File: src/rtl/uart_pixel_packer.sv
// Packs pairs of UART bytes into RGB565 pixels and streams them through a 4-deep buffer to the SDRAM write FIFO.
// Optional gap resync enabled by defining PACKER_TIMEOUT_EN.
module uart_pixel_packer #(
  parameter int IMG_H       = 800,
  parameter int IMG_V       = 480,
  parameter int TIMEOUT_CYC = 50000
) (
  input  logic        clk,
  input  logic        rst,
  input  logic [7:0]  rx_data,
  input  logic        rx_done,
  input  logic        wr_full,
  output logic [15:0] wr_data,
  output logic        wr_en,
  output logic        frame_done,
  output logic        overflow,
  output logic [18:0] pixel_cnt
);

  localparam int FRAME_PIX = IMG_H * IMG_V;

  // Handshake: a pixel leaves on every cycle where wr_en=1; wr_en already
  // accounts for wr_full, so the consumer never has to qualify it.

  typedef enum logic {S_HI, S_LO} state_t;

  state_t      state, state_next;
  logic [7:0]  hi_byte;
  logic [15:0] mem [4];
  logic [1:0]  rd_ptr, wr_ptr;
  logic [2:0]  count;
  logic        latch_hi, push_req, push, pop, timeout;

  assign pop     = (count != 3'd0) && !wr_full;
  assign wr_en   = pop;
  assign wr_data = mem[rd_ptr];
  // A full buffer still accepts when the head leaves in the same cycle.
  assign push    = push_req && ((count < 3'd4) || pop);

  always_ff @(posedge clk) begin
    if (rst) state <= S_HI;
    else     state <= state_next;
  end

  always_comb begin
    state_next = state;
    latch_hi   = 1'b0;
    push_req   = 1'b0;
    case (state)
      S_HI: begin
        if (rx_done) begin
          latch_hi   = 1'b1;
          state_next = S_LO;
        end
      end
      S_LO: begin
        if (rx_done) begin
          push_req   = 1'b1;
          state_next = S_HI;
        end else if (timeout) begin
          state_next = S_HI;
        end
      end
      default: state_next = S_HI;
    endcase
  end

`ifdef PACKER_TIMEOUT_EN
  localparam int TW = $clog2(TIMEOUT_CYC + 1);
  logic [TW-1:0] gap_cnt;

  // Counts idle cycles spent in S_LO; zero on the first S_LO cycle.
  always_ff @(posedge clk) begin
    if (rst)                 gap_cnt <= '0;
    else if (state == S_LO)  gap_cnt <= gap_cnt + 1'b1;
    else                     gap_cnt <= '0;
  end

  assign timeout = (state == S_LO) && (gap_cnt == TW'(TIMEOUT_CYC - 1));
`else
  assign timeout = 1'b0;
`endif

  always_ff @(posedge clk) begin
    if (rst) begin
      hi_byte <= '0;
    end else if (latch_hi) begin
      hi_byte <= rx_data;
    end else if (timeout && !rx_done) begin
      hi_byte <= '0;
    end
  end

  always_ff @(posedge clk) begin
    if (rst) begin
      for (int i = 0; i < 4; i++) mem[i] <= '0;
      rd_ptr <= '0;
      wr_ptr <= '0;
      count  <= '0;
    end else begin
      if (push) begin
        mem[wr_ptr] <= {hi_byte, rx_data};
        wr_ptr      <= wr_ptr + 2'd1;
      end
      if (pop) rd_ptr <= rd_ptr + 2'd1;
      case ({push, pop})
        2'b10:   count <= count + 3'd1;
        2'b01:   count <= count - 3'd1;
        default: count <= count;
      endcase
    end
  end

  always_ff @(posedge clk) begin
    if (rst) begin
      pixel_cnt  <= '0;
      frame_done <= 1'b0;
      overflow   <= 1'b0;
    end else begin
      frame_done <= 1'b0;
      if (push) begin
        if (pixel_cnt == 19'(FRAME_PIX - 1)) begin
          pixel_cnt  <= '0;
          frame_done <= 1'b1;
        end else begin
          pixel_cnt <= pixel_cnt + 19'd1;
        end
      end
      if (push_req && !push) overflow <= 1'b1;
    end
  end

endmodule

File: config.mk
export PLATFORM = sky130hd
export DESIGN_NAME = uart_pixel_packer
export DESIGN_NICKNAME = d
export VERILOG_FILES = /design/src/rtl/uart_pixel_packer.sv
export SDC_FILE = /design/constraint.sdc
export NUM_CORES = 1
export LEC_CHECK = 0
export BUFFER_PORTS_ARGS = -buffer_cell sky130_fd_sc_hd__clkbuf_2
export CORE_MARGIN = 2
export CORE_UTILIZATION = 62
export DETAILED_ROUTE_END_ITERATION = 6
export GPL_TIMING_DRIVEN = 0
export HOLD_SLACK_MARGIN = 0.05
export PLACE_DENSITY = 0.84
export SYNTH_ARGS = -nofsm -noshare
export SYNTH_HDL_FRONTEND = slang
export SYNTH_SLANG_ARGS = --single-unit
File: constraint.sdc
create_clock -name clk -period 5.5 [get_ports clk]
set_input_delay 0.825 -clock clk [delete_from_list [all_inputs] [get_ports clk]]
set_output_delay 0.825 -clock clk [all_outputs]
set_load 0.005 [all_outputs]
==> metrics.md <==
| Metric | Value |
|---|---|
| PostCTS Resize Cnt | 0 |
| Area of the multi-input gates | 1610 um^2 |
| Worst clock skew | 0.00530 ns |
| Mapped Nets | 386 |
| CP cell instances | clkbuf_2 -> ha_1 -> a21boi_4 -> inv_4 -> buf_1 -> ha_1 -> inv_1 -> fa_1 -> xor2_1 -> or3_1 -> a21oi_1 |
| Dominant synthesized flop cell | edfxtp_1 |
| Slew HR | 36.6% |
| Final Critical Period | 3.08 ns |
| Worst-path maximum fanout | 10 |
| CP endpoint kind | flop |
| XOR/XNOR Fraction of Synth Area | 3.34% |
| Synth Area in Compound Gates | 3.50% |
| Yosys cell types | 43 |
| Initial DRT Pass Iterations | 5 |
| H-tree depth | 3 |
| Status | completed |
| Area contributors post-synth | edfxtp_1, dfxtp_1, mux4_2, nor2_1, and2_1 |
| CTS Buf Count | 9 |
| DR vias/cell | 5.69 |
| Synth Area in Adders | 1.57% |
| Max Root-Sink Buffers | 2 |
| Nets@finish | 445 |
| Detailed placement HPWL | 6.41 mm |
| Ports | 50 |
| CTS Hold Bufs | 0 |
| Max stage delay cell, worst path | buf_1 |
| First-pass GRT wire length | 14.7 mm |
| Overflow after GRT | 0 |
| Number of global-route vias before repair | 2905 |
| Fin crit share | 56.0% |
| Insertion delay to the later sink of the worst-skew pair | 0.36 ns |
| Die Ht | 88.9 um |
| Setup violators final | 0 |
| P_leak | 1.93 nW |
| Final ANT Viol Nets | 0 |
| Post-Syn Instances | 369 |
| Cell Pwr Density | 316 nW/um^2 |
| WS Path Type | in2reg |
| CP required | 5.79 ns |
| YS warnings | 0 |
| # DRC | 0 |
| Sequential area share after synthesis | 60.5% |
| Core area | 6870 um^2 |
| CTS Root Cell | clkbuf_8 |
| DP Area | 4830 um^2 |
| Post-Syn Area | 4460 um^2 |
| Setup repair bufs after CTS | 0 |
| Post-synthesis mux area share | 10.6% |
| N_diodes | 0 |
| Register area | 2700 um^2 |
| Post-route cell area | 5020 um^2 |
| Dominant cell type by area after synthesis | edfxtp_1 |
| Mean Syn Cell Area | 12.1 um^2 |
| Initial drt markers | 310 |
| Fmax | 325 MHz |
| Simple logic cell fraction of the synthesized area | 16.8% |
| Clock transition at path regs | 0.09 ns |
| Setup crit start kind | primary input |
| IO Port Bufs | 48 |
| Slowest stage delay, CP | 0.45 ns |
| Area Growth Syn to Fin | 12.4% |
| Final-layout fill cell count | 491 |
| Ys async rst share | 0% |
| Most used cell along the critical path | ha_1 |
| VDD IR max | 0.000159 V |
| Crit path arrival time | 3.37 ns |
| Max-cap violations | 0 |
| Final number of max-transition violations | 0 |
| Worst-margin pin slew | 0.950 ns |
| Die width | 88.9 um |
| All-Layer GR Usage | 25.7% |
| RSZ-0062 raised after global routing | false |
| Row count | 30 |
| Antenna violations before repair | 0 |
| Wire length per cell | 17.5 um |
| Largest family of logic cells by synthesized area | simple AND/OR/NAND/NOR gates |
| Largest net degree at the start of global routing | 17 |
| Vias | 3005 |
| Post-Route WL | 9.25 mm |
| Worst hold path class | reg2reg |
| CTS tree | yes |
| RD Place Congestion | 0.911 |
| Initial Util | 65.0% |
| Fin. Hold Viols | 0 |
| Clock sink count | 103 |
| Setup TNS | 0 ns |
| Die Footprint | 7900 um^2 |
| Seq cells post-synth | 103 |
| Post-synth EDFFs | 64 |
| Synth top area share | 43.0% |
| Share of cells above drive strength 1 | 21.8% |
## cells by family after synthesis
family	count (synthesis)
AOI/OAI and AO/OA	22
xor gates and xnor gates	17
adders and majority gates	5
buffers and inverters	42
DFF	103
muxes	27
and+or+nand+nor	153
## flip-flops by register name (all words and copies together) (netlist names), named ones only
name	flops
pixel_cnt	19
mem	64
state	1
wr_ptr	2
hi_byte	8
frame_done	1
rd_ptr	2
count	3
overflow	1
## cell usage in the layout, fill, tap and decap left out, types with 8 or more instances in the layout
cell type	count
nand3_1	8
nor2_1	70
mux2i_1	10
nand2_1	24
clkbuf_1	12
dfxtp_1	39
mux4_2	16
xnor2_1	12
edfxtp_1	64
and2_1	17
inv_1	23
clkbuf_2	48
clkbuf_8	9
## final cells by class
class,count,area share (%)
inverter,24,1.85
timing repair buffer,48,4.79
multi-input combinational,224,32.0
sequential,103,53.9
clock buffer,9,2.47
tap,96,2.39
buffer,18,1.42
clock inverter,6,1.22
## critical path: cells and delay by family
kind / cells / cell delay, ns
AND/OR/NAND/NOR: 1 / 0.32
AO/OA/AOI/OAI: 2 / 0.33
buffers and inverters: 4 / 0.79
adder cells (fa/ha/maj): 3 / 0.93
XOR/XNOR: 1 / 0.16
## power breakdown
group	switching [W]	internal, W
sequential	0.0000200	0.000858
clock	0.000252	0.000207
combinational	0.000129	0.000116
## per-stage QoR
stage	hold slack (ns)	setup slack, ns	instances	total power, W	utilization, %
detailed placement	0.467	2.07	513	0.00114	70.3
global route	0.533	2.26	528	0.00165	73.0
finish	0.487	2.42	528	0.00158	73.0
floorplan	0.461	2.62	369	0.00106	-
CTS	0.492	2.43	528	0.00159	73.0
global placement	0.457	1.83	513	0.00113	70.2
## synth_stat cells, drive strengths merged, types with 3 or more instances
cell and number:
a31oi 3, inv 24, or2 3, nand2 24, mux2i 10, mux4 16
a21oi 7, and2 17, nor3 7, ha 4, dfxtp 39, xor2 5
nand3 8, edfxtp 64, clkbuf 12, xnor2 12, nor4 10, nand4 5
nor2 70, buf 6
## path summary, 6_finish.rpt
path,from,endpoint,slack (ns),depth (start not counted)
hold reg to reg,overflow,overflow,0.49,2
setup reg to reg,state,count[2],2.69,10
hold / removal,overflow,overflow,0.49,2
setup / recovery,rx_done,count[2],2.42,11
## per-layer routing
layer  track usage [%]  part of all wire (%)
met5                 0                     0
met4              10.3                   2.1
met3              3.54                   6.6
met2              43.6                    50
met1              33.5                    41
No activity file was read; power rests on OpenSTA's default activity.
